`config.mk`:
```
export PLATFORM = sky130hd
export DESIGN_NAME = store_popcount_unit
export DESIGN_NICKNAME = d
export VERILOG_FILES = /design/src/rtl/store_popcount_unit.sv
export SDC_FILE = /design/constraint.sdc
export NUM_CORES = 1
export LEC_CHECK = 0
export CORE_ASPECT_RATIO = 1.1
export CORE_MARGIN = 2
export CORE_UTILIZATION = 56
export DETAILED_ROUTE_END_ITERATION = 8
export GPL_ROUTABILITY_DRIVEN = 0
export PLACE_DENSITY = 0.87
export SETUP_SLACK_MARGIN = 0.3
export SYNTH_ARGS = -nofsm -noshare
export SYNTH_HDL_FRONTEND = slang
export SYNTH_SLANG_ARGS = --single-unit
```
`constraint.sdc`:
```
create_clock -name clk -period 3.3 [get_ports clk]
set_input_delay 0.66 -clock clk [delete_from_list [all_inputs] [get_ports clk]]
set_output_delay 0.66 -clock clk [all_outputs]
set_load 0.02 [all_outputs]
```
`src/rtl/store_popcount_unit.sv`:
```
// Snoops core word stores inside an address window and emits {index, popcount} per captured word.
// Latency: store in cycle t -> res_valid from t+10 (1 queue + 1 IDLE pop + 32/BITS_PER_CYCLE count beats).
// Backpressure: result holds until res_ready; captures queue in the FIFO and drop with sticky overflow when it is full.

module sync_fifo #(
    parameter int WIDTH = 8,
    parameter int DEPTH = 4
) (
    input  logic             clk,
    input  logic             reset,
    input  logic             push,
    input  logic [WIDTH-1:0] push_dat,
    input  logic             pop,
    output logic [WIDTH-1:0] pop_dat,
    output logic             full,
    output logic             empty
);
    localparam int AW = (DEPTH > 1) ? $clog2(DEPTH) : 1;
    localparam logic [AW:0] FULL_CNT = (AW+1)'(DEPTH);

    logic [WIDTH-1:0] mem [DEPTH];
    logic [AW-1:0]    wr_ptr;
    logic [AW-1:0]    rd_ptr;
    logic [AW:0]      count;
    logic             do_push;
    logic             do_pop;

    assign empty   = (count == '0);
    assign full    = (count == FULL_CNT);
    assign do_pop  = pop && !empty;
    // A push into a full FIFO is still taken when the head leaves in the same cycle.
    assign do_push = push && (!full || do_pop);
    assign pop_dat = mem[rd_ptr];

    always_ff @(posedge clk) begin
        if (reset) begin
            wr_ptr <= '0;
            rd_ptr <= '0;
            count  <= '0;
        end else begin
            if (do_push) wr_ptr <= wr_ptr + 1'b1;
            if (do_pop)  rd_ptr <= rd_ptr + 1'b1;
            case ({do_push, do_pop})
                2'b10:   count <= count + 1'b1;
                2'b01:   count <= count - 1'b1;
                default: count <= count;
            endcase
        end
    end

    always_ff @(posedge clk) begin
        if (do_push) mem[wr_ptr] <= push_dat;
    end
endmodule

module store_popcount_unit #(
    parameter logic [31:0] WIN_BASE       = 32'h0000_0000,
    parameter int          WIN_WORDS      = 20,
    parameter int          FIFO_DEPTH     = 4,
    parameter int          BITS_PER_CYCLE = 4
) (
    input  logic        clk,
    input  logic        reset,
    input  logic        MemWrite,
    input  logic [31:0] DataAdr,
    input  logic [31:0] WriteData,
    output logic        res_valid,
    input  logic        res_ready,
    output logic [4:0]  res_index,
    output logic [5:0]  res_count,
    output logic        busy,
    output logic        overflow,
    output logic [15:0] done_count
);
    localparam int BEATS = 32 / BITS_PER_CYCLE;
    localparam int BW    = $clog2(BEATS + 1);
    localparam logic [BW-1:0] LAST_BEAT = BW'(BEATS - 1);
    localparam logic [32:0] WIN_LO = {1'b0, WIN_BASE};
    localparam logic [32:0] WIN_HI = WIN_LO + 33'(4 * WIN_WORDS);

    typedef enum logic [1:0] {IDLE, COUNT, HOLD} state_t;

    state_t         state;
    state_t         state_next;
    logic           capture;
    logic [4:0]     cap_index;
    logic           fifo_pop;
    logic           fifo_full;
    logic           fifo_empty;
    logic [36:0]    fifo_head;
    logic [31:0]    shift;
    logic [5:0]     acc;
    logic [5:0]     acc_next;
    logic [BW-1:0]  beat;
    logic [4:0]     cur_index;
    logic           last_beat;

    function automatic logic [5:0] pop_bits(input logic [BITS_PER_CYCLE-1:0] v);
        logic [5:0] n;
        n = '0;
        for (int i = 0; i < BITS_PER_CYCLE; i++) n = n + 6'(v[i]);
        return n;
    endfunction

    // 33-bit compare so a window ending at the top of the address space cannot wrap.
    assign capture   = MemWrite && (DataAdr[1:0] == 2'b00) &&
                       ({1'b0, DataAdr} >= WIN_LO) && ({1'b0, DataAdr} < WIN_HI);
    assign cap_index = 5'((DataAdr - WIN_BASE) >> 2);

    sync_fifo #(.WIDTH(37), .DEPTH(FIFO_DEPTH)) u_fifo (
        .clk      (clk),
        .reset    (reset),
        .push     (capture),
        .push_dat ({cap_index, WriteData}),
        .pop      (fifo_pop),
        .pop_dat  (fifo_head),
        .full     (fifo_full),
        .empty    (fifo_empty)
    );

    assign acc_next  = acc + pop_bits(shift[BITS_PER_CYCLE-1:0]);
    assign last_beat = (beat == LAST_BEAT);
    assign busy      = !fifo_empty || (state != IDLE);

    always_ff @(posedge clk) begin
        if (reset) state <= IDLE;
        else       state <= state_next;
    end

    always_comb begin
        state_next = state;
        case (state)
            IDLE:    if (!fifo_empty)  state_next = COUNT;
            COUNT:   if (last_beat)    state_next = HOLD;
            HOLD:    if (res_ready)    state_next = IDLE;
            default:                   state_next = IDLE;
        endcase
    end

    always_comb begin
        res_valid = (state == HOLD);
        fifo_pop  = (state == IDLE) && !fifo_empty;
    end

    always_ff @(posedge clk) begin
        if (reset) begin
            shift      <= '0;
            acc        <= '0;
            beat       <= '0;
            cur_index  <= '0;
            res_index  <= '0;
            res_count  <= '0;
            done_count <= '0;
        end else begin
            case (state)
                IDLE: begin
                    if (fifo_pop) begin
                        shift     <= fifo_head[31:0];
                        cur_index <= fifo_head[36:32];
                        acc       <= '0;
                        beat      <= '0;
                    end
                end
                COUNT: begin
                    acc   <= acc_next;
                    shift <= shift >> BITS_PER_CYCLE;
                    beat  <= beat + 1'b1;
                    if (last_beat) begin
                        res_count <= acc_next;
                        res_index <= cur_index;
                    end
                end
                HOLD: begin
                    if (res_ready) done_count <= done_count + 1'b1;
                end
                default: ;
            endcase
        end
    end

    always_ff @(posedge clk) begin
        if (reset)                                 overflow <= 1'b0;
        else if (capture && fifo_full && !fifo_pop) overflow <= 1'b1;
    end
endmodule
```
# Word-level counts from Yosys, hierarchy flattened
# Memories as Yosys holds them, arrays and structs flattened. A register that Yosys moved wholly into a read port is not among the register bits.
# Cells that the tools add are included.
[op_classes]
n_lt_le_gt_ge = 1
n_eq_ne = 10
reduce_logical = 23
n_mux = 15
addsub = 10
[op_table]
columns = ["cell", "count"]
rows = [
  ["32-bit case mux with 2 select lines", 1],
  ["32-bit by 7-bit less-than comparator with 1-bit output, second input constant", 1],
  ["32-bit two-way mux", 1],
  ["16-bit by 1-bit adder with 16-bit output, second input constant", 1],
  ["6-bit case mux with 2 select lines", 1],
  ["2-bit two-way mux", 5],
  ["4-bit case mux with 2 select lines", 1],
  ["2-bit AND reduction", 4],
  ["1-bit logical AND", 7],
  ["6-bit by 4-bit adder with 6-bit output", 1],
  ["6-bit two-way mux", 1],
  ["2-bit inequality test, second input constant", 3],
  ["2-bit case mux with 3 select lines", 1],
  ["3-bit case mux with 2 select lines", 1],
  ["2-bit nonzero test", 3],
  ["2-bit by 1-bit adder with 2-bit output, second input constant", 2],
  ["3-bit by 1-bit adder with 4-bit output", 1],
  ["4-bit by 1-bit adder with 4-bit output, second input constant", 1],
  ["2-bit by 1-bit equality test with 1-bit output, second input constant", 2],
  ["2-bit equality test, second input constant", 2],
  ["4-bit by 3-bit equality test with 1-bit output, second input constant", 1],
  ["2-bit zero test", 2],
  ["4-bit two-way mux", 1],
  ["2-bit by 1-bit adder with 3-bit output", 1],
  ["10 further kinds", 14],
]
[totals]
regBits = 84
output_inout_bits = 30
inputBits = 68
ram_bits = 148
word_cells = 72
memories = 1
[mem_list]
columns = ["name", "depth", "word_bits", "read_ports", "rd_clocked_by_memory_dff", "write_ports", "line_no", "rtl"]
rows = [
  ["u_fifo.mem", 4, 37, 1, 1, 1, "21", "logic [WIDTH-1:0] mem [DEPTH];"],
]

# Logic depth before layout (Yosys ltp)
# Gate-level depths: netlist (run 1).
[depth]
word_depth = 8
mapped_depth = 10
ltp_nobuf = 9

# Cells and area by module
# From an unflattened synthesis (run 1), not the netlist that was laid out.
[unflattened]
cells_unflattened = 642
hier_area_um2 = 9177.6
[modules_own_cells]
columns = ["module", "instances", "area_each_um2", "cells_each"]
rows = [
  ["sync_fifo", 1, 5873.1, 257],
  ["store_popcount_unit", 1, 3304.4, 385],
]

# Worst setup path after synthesis (run 1)
# No wires, ideal clock.
[synth_path]
kind = "input port to flip-flop"
start = "in DataAdr[1]"
end = "mem u_fifo.mem[0][0], enable pin"
stages = 4
arrival_time_ns = 2.403
slack_ns = 0.499
required_ns = 2.902
n_path_buf = 0
setup_ns = 0.398
cell_sequence = "nor4b_1 nand4_1 nor3b_2 and2_1"
[synth_via]
elab_chain_len = 6
elab_cells_between_ends = 7
classes_between = "1 x order compare; 2 x mux; 4 x reduce/logical"
[synth_rtl]
columns = ["item", "line_no", "rtl"]
rows = [
  ["from (decl)", "65", "input logic [31:0] DataAdr,"],
  ["branches (longest 2 deep; another with 32-bit by 7-bit less-than comparator with 1-bit output)", "--", ""],
  ["1-bit logical AND (*)", "107", "({1'b0, DataAdr} >= WIN_LO) && ({1'b0, DataAdr} < WIN_HI);"],
  ["1-bit logical AND (*)", "32", "assign do_push = push && (!full || do_pop);"],
  ["1-bit two-way mux (*)", "52", "if (do_push) mem[wr_ptr] <= push_dat;"],
  ["1-bit two-way mux (not written as such) (*)", "52", ""],
  ["to (decl)", "21", ""],
]
# Mark *: on every way between the ends.

# Worst setup path in the final report (run 1)
[layout_path]
start = "in DataAdr[4]"
end = "reg u_fifo.count[2]"
[layout_via]
elab_chain_len = 5
elab_cells_between_ends = 7
classes_between = "1 x order compare; 2 x eq/ne; 1 x mux; 3 x reduce/logical"
[layout_rtl]
columns = ["item", "line_no", "rtl"]
rows = [
  ["32-bit by 7-bit less-than comparator with 1-bit output (*)", "107", ""],
  ["1-bit logical AND (*)", "107", ""],
  ["1-bit logical AND (*)", "32", ""],
  ["2-bit by 1-bit equality test with 1-bit output / 2-bit equality test (equally long branches)", "43", "case ({do_push, do_pop})"],
  ["3-bit case mux with 2 select lines / 2-bit nonzero test (equally long branches)", "--", ""],
  ["to (signal assigned)", "44", "2'b10: count <= count + 1'b1;"],
  ["to (signal assigned)", "45", "2'b01: count <= count - 1'b1;"],
  ["to (signal assigned)", "46", "default: count <= count;"],
  ["to (decl)", "24", "logic [AW:0] count;"],
]
# Every way passes the cells marked *; elsewhere a longest branch is shown, timed or not.
# A chain may end at the register's enable or synchronous reset.

==> results.py, run 1 <==
metrics = {
    "job": {
        "cap_violations": 0,
    },
    "power_and_ir_drop": {
        "leakage_uw": 0.003479,
        "p_per_area_nw_per_um2": 524.6,
        "max-vdd-ir-drop_mv": 0.4611,
    },
    "worst_setup_path": {
        "start_kind": "input pin",
        "cp-end-kind": "register",
        "slowest_stage": "clkdlybuf4s50_1",
        "cpPeakStageDelay_ns": 0.48,
        "worstPathArrival_ns": 3.09,
        "startpoint": "DataAdr[4]",
        "crit_fanout": 5,
        "r2r-start": "u_fifo.count[0]",
        "crit_chain": "clkdlybuf4s50_1, o21ai_0, nand4_1, nor3b_2, inv_1, ha_1, fa_1, xnor2_1, or3_1, a21oi_1",
        "path_class": "input pin to register",
        "worstPathRequired_ns": 3.73,
    },
    "synth": {
        "ys_ff_latch": 234,
        "syn_nets": 705,
        "synth.cell_area_um2": 8995,
        "ys_seq_area_frac": 0.6855,
        "synthCells": 625,
        "yosys_warnings": 0,
        "yosys-top-cells-area": "edfxtp_1 (49%), dfxtp_1 (19%), mux4_2 (9.3%), a21oi_1 (3.6%), nand2_1 (2.8%)",
        "async_flop_share": 0,
        "netlist-cell-type-count": 44,
        "synth.top_cell.area_share": 0.4941,
        "yosysTopAreaCell": "edfxtp_1",
        "syn_avg_cell_area_um2": 14.39,
        "synth_common_cells": "edfxtp_1 (148), dfxtp_1 (86), nand2_1 (66), a21oi_1 (64), mux4_2 (37)",
        "synth_edf_count": 148,
        "synth_ff_type": "edfxtp_1",
        "yosysMostFrequentCell": "edfxtp_1",
    },
    "timing": {
        "period_share": 0.8069,
        "tightestPinTransition_ns": 0.8530,
        "finalHoldViolations": 0,
        "slew_headroom": 0.4292,
        "period_needed_ns": 2.663,
        "fin_worst_skew_ns": 0.009514,
        "fmaxAchievable_mhz": 375.6,
        "setup_viol": 0,
        "slew_violations": 0,
        "rsz0062_at_grt": "false",
        "fin_tns_setup_ns": 0,
    },
    "die": {
        "dieArea_um2": 17090,
        "ioPinCount": 98,
        "coreArea_um2": 15740,
        "die_w_um": 124.8,
        "start_util": 0.5716,
        "rows": 48,
        "dieHeight_um": 136.9,
    },
    "routing": {
        "post_drt_wl_per_cell_um": 19.88,
        "drt-vias-per-instance": 6.003,
        "ant_nets": 0,
        "routed_wl_um": 18850,
        "via_count": 5691,
        "drt_iter0_drc": 467,
        "drc": 0,
        "first_pass_iters": 7,
    },
    "global_routing": {
        "use_met2": 0.4171,
        "top_usage_layer": "met2",
        "overflow": 0,
        "antenna_found_initial": 0,
        "grt_pass1_wl_um": 29590,
        "grt_usage": 0.2189,
        "use_met1": 0.2520,
        "grt_pass1_vias": 5966,
        "grt_max_degree": 40,
        "grt_use_met3": 0.03206,
    },
    "cells_and_area": {
        "fin_cells": 948,
        "layout-drive-gt1-share": 0.1337,
        "area_growth_pct": 21.56,
        "fin_nets": 811,
        "antenna_cells": 0,
    },
    "placed_design": {
        "io_buffers": 97,
        "place_hpwl_um": 11940,
        "dpl.cell_count": 906,
    },
    "clocking": {
        "cts_hold_buffers": 0,
        "ctsResizeCount": 0,
        "clk_latency_ns": 0.51,
        "cts_buffers": 23,
        "cts_root_buffer": "clkbuf_16",
        "post-cts-setup-buffers": 0,
        "path_clk_slew_ns": 0.06,
        "cts_buffer_depth": 3,
        "cts.sinks": 234,
        "cts_tree": "built",
        "h-tree-depth": 1,
    },
    "min_path": {
        "hp-start": "overflow",
        "timing.hold.worst.class": "register to register",
    },
    "run_status": {
        "status": "complete, no violations",
    },
}
## report_power, final
group          total [uW]  leakage, uW  switching, uW  internal [uW]
Sequential           3100      0.00202      0.0000512           3100
Combinational         122      0.00110           49.1           72.8
Clock                2510     0.000353           1060           1450
Total                5740      0.00348           1110           4630
## cell usage in the layout, fill, tap and decap left out, drive strengths merged, types with 8 or more instances in the layout
master           n
edfxtp         148
a21oi           64
inv             11
dfxtp           86
clkdlybuf4s50   96
ha               8
xor2            13
buf             19
clkinv           9
nand3           19
nor3             8
o21ai            9
clkbuf          27
nand2           66
a22oi           28
mux4            37
nor2            30
nand4            9
## per-stage QoR
stage	total power, uW	hold slack [ns]	area, um2	setup slack [ns]	util
after CTS	5769	0.4455	10930	0.6422	0.6949
after floorplan	3185	0.4321	8995	0.4988	-
after detailed placement	3289	0.4354	10200	0.1142	0.6483
final	5736	0.4419	10930	0.6374	0.6949
after global placement	3282	0.4378	10200	0.2342	0.6483
after global routing	5881	0.4641	10930	0.4335	0.6949
## critical path, delay by kind of cell
family | cells | cell delay, ns
and+or+nand+nor | 3 | 0.69
adders and majority gates | 2 | 0.60
buffers and inverters | 2 | 0.55
AOI/OAI and AO/OA | 2 | 0.44
xor gates and xnor gates | 1 | 0.14
## kinds of logic after synthesis
kind of cell / after synthesis / share of synthesized area
flip-flops: 234 / 0.6855
buffers and inverters: 44 / 0.02114
AND/OR/NAND/NOR: 172 / 0.09264
adder cells (fa/ha/maj): 12 / 0.02003
AO/OA/AOI/OAI: 106 / 0.06802
multiplexers: 40 / 0.09612
XOR/XNOR: 17 / 0.01655
## worst paths after layout
kind,cells after the start,slack [ns],to
worst max-delay path,10,0.64,u_fifo.count[2]
worst min register to register,2,0.44,overflow
worst min-delay path,2,0.44,overflow
worst max register to register,9,0.79,u_fifo.count[2]
## routing by layer
| metal | vias up | wire length, um | part of all wire |
|---|---|---|---|
| met5 | - | 0 | 0 |
| met4 | 0 | 387 | 0.021 |
| met3 | 34 | 1103 | 0.059 |
| met2 | 217 | 10410 | 0.55 |
| met1 | 2868 | 6952 | 0.37 |
| li1 | 2572 | - | - |
## cell type report
class,count,area [um2]
Fill cell,994,4801
Sequential cell,234,6167
Clock inverter,15,142.6
Multi-Input combinational cell,347,2645
Clock buffer,27,590.6
Inverter,10,37.54
Tap cell,200,250.2
Timing Repair Buffer,115,1101
## flip-flops by register name, summed over array words and instances, names as in the netlist, named ones only
signal,flops
overflow,1
done_count,16
res_index,5
beat,4
u_fifo.rd_ptr,2
state,2
shift,32
res_count,6
u_fifo.mem,148
cur_index,5
u_fifo.wr_ptr,2
u_fifo.count,3
acc,6
Note: power is estimated with default switching activity, not from simulation.
==> run 2, diff against run 1 <==
clock period = 2.6 ns   (was 3.3 ns; I/O delays follow)
==> run 2 against run 1 <==
Highest routed layer unchanged. Die area unchanged. First-iteration DRC count grew 5.8%. Critical path depth unchanged. Utilization rose by 1.8 points. Via count increased by 1.8%.
==> results.py, run 2 (synthesis results as in run 1) <==
metrics = {
    "worst_setup_path": {
        "start_kind": "input pin",
        "path_class": "input pin to register",
        "crit_fanout": 2,
        "crit_chain": "clkdlybuf4s50_1, nor4_2, nand4_1, nor3b_2, inv_1, ha_4, fa_2, xnor2_2, or3_4, a21oi_2",
        "cpPeakStageDelay_ns": 0.41,
        "worstPathArrival_ns": 2.69,
        "cp-end-kind": "register",
        "worstPathRequired_ns": 3.05,
        "slowest_stage": "clkdlybuf4s50_1",
        "crit_family": "simple AND/OR/NAND/NOR gates",
        "path_buf_inv": 2,
    },
    "cells_and_area": {
        "reg.largest.list": "u_fifo.mem: 148 flops, shift: 32 flops, done_count: 16 flops",
        "fin_cells": 964,
        "layout-drive-gt1-share": 0.1819,
        "mostFrequentLayoutCells": "edfxtp_1 (148), dfxtp_1 (84), nand2_1 (65), clkdlybuf4s50_1 (65), a21oi_1 (61)",
        "final_common_cell": "edfxtp_1",
        "antenna_cells": 0,
        "area_growth_pct": 24.77,
        "top_register": "u_fifo.mem",
        "final_core_util": 0.7133,
        "fin_nets": 826,
        "largest_reg_flops": 148,
    },
    "die": {
        "dieHeight_um": 136.9,
        "dieArea_um2": 17090,
        "coreArea_um2": 15740,
        "start_util": 0.5716,
        "rows": 48,
        "die_w_um": 124.8,
        "ioPinCount": 98,
    },
    "power_and_ir_drop": {
        "finalPower_uw": 7281,
        "p_per_area_nw_per_um2": 648.7,
        "max-vdd-ir-drop_mv": 0.5569,
        "leakage_uw": 0.003709,
    },
    "routing": {
        "ant_nets": 0,
        "drt-vias-per-instance": 6.008,
        "via_count": 5792,
        "drc": 0,
        "drt_iter0_drc": 494,
        "first_pass_iters": 5,
        "post_drt_wl_per_cell_um": 20.51,
        "routed_wl_um": 19770,
    },
    "global_routing": {
        "antenna_found_initial": 0,
        "grt_pass1_wl_um": 31220,
        "grt_max_degree": 42,
        "grt_usage": 0.2333,
        "overflow": 0,
        "grt_pass1_vias": 6099,
    },
    "job": {
        "cap_violations": 0,
    },
    "min_path": {
        "timing.hold.worst.class": "input pin to register",
    },
    "clocking": {
        "cts.sinks": 234,
        "h-tree-depth": 1,
        "path_clk_slew_ns": 0.06,
        "cts_hold_buffers": 0,
        "clk_latency_ns": 0.52,
        "cts_buffers": 24,
        "cts_root_buffer": "clkbuf_16",
        "cts_tree": "built",
        "cts_buffer_depth": 3,
    },
    "timing": {
        "fmaxAchievable_mhz": 447.7,
        "period_needed_ns": 2.233,
        "period_share": 0.8590,
        "slew_headroom": 0.5232,
        "rsz0062_at_grt": "true",
        "fin_tns_setup_ns": 0,
        "hold-worst-slack_ns": 0.3736,
        "setup_viol": 0,
        "slew_violations": 0,
        "tightestPinTransition_ns": 0.7152,
        "fin_worst_skew_ns": 0.01136,
        "finalHoldViolations": 0,
    },
    "placed_design": {
        "place_hpwl_um": 12110,
        "dpl.cell_count": 918,
        "io_buffers": 97,
    },
    "run_status": {
        "status": "complete, no violations",
    },
}
-- run 2: cell count changes in the layout (fill, tap and decap cells not counted), sizes merged --
cell / before / now
clkbuf: 27 / 35
dlymetal6s2s: 0 / 8
buf: 19 / 33
clkdlybuf4s15: 0 / 3
clkinv: 9 / 7
inv: 11 / 12
bufinv: 2 / 0
dlygate4sd2: 0 / 20
clkinvlp: 3 / 0
clkdlybuf4s50: 96 / 65
-- run 2: timing repair --
item,in CTS,in global routing
setup endpoints to repair,5,3
gates resized for setup,33,18
setup buffers,1,1
pin swaps,16,16
-- run 2: worst paths after layout --
check,from,end,slack [ns],depth (start not counted)
worst max-delay path,DataAdr[14],u_fifo.count[2],0.37,10
worst max register to register,shift[0],acc[4],0.37,8
worst min-delay path,DataAdr[5],u_fifo.mem[1][35],0.37,2
worst min register to register,overflow,overflow,0.44,2
-- run 2: per-layer routing --
layer / global-route usage / vias to the layer above / routed length (um)
met3: 0.03714 / 75 / 1165
met1: 0.2520 / 2848 / 7002
li1: - / 2608 / -
met2: 0.4417 / 261 / 10750
met4: 0.1253 / 0 / 853
met5: 0 / - / 0
-- run 2: layout make-up --
class / count / area [um2]
inverter: 10 / 37.54
tap: 200 / 250.2
multi-input combinational: 347 / 2749
timing repair buffer: 129 / 1289
fill: 935 / 4512
sequential: 234 / 6168
clock inverter: 9 / 56.30
clock buffer: 35 / 673.1
-- run 2: worst register-to-register path: cells and delay by family (launching register included) --
kind,cells,cell delay [ns]
adders and majority gates,3,1.10
DFF,1,0.33
and+or+nand+nor,2,0.33
xor gates and xnor gates,1,0.21
AOI/OAI and AO/OA,1,0.15
buffers and inverters,1,0.04
-- run 2: report_power, final --
| group | internal (uW) | leakage (uW) | switching [uW] | total, uW |
|---|---|---|---|---|
| clock network | 1810 | 0.000363 | 1380 | 3190 |
| logic | 85.2 | 0.00132 | 69.5 | 155 |
| registers | 3940 | 0.00202 | 0.0000470 | 3940 |
-- run 2: stage by stage --
stage               cell area, um2  worst slack (ns)
global placement             10410           -0.2761
floorplan                     9026            0.1312
finish                       11220            0.3666
global route                 11220            0.2309
CTS                          11170            0.2458
detailed placement           10410           -0.3910
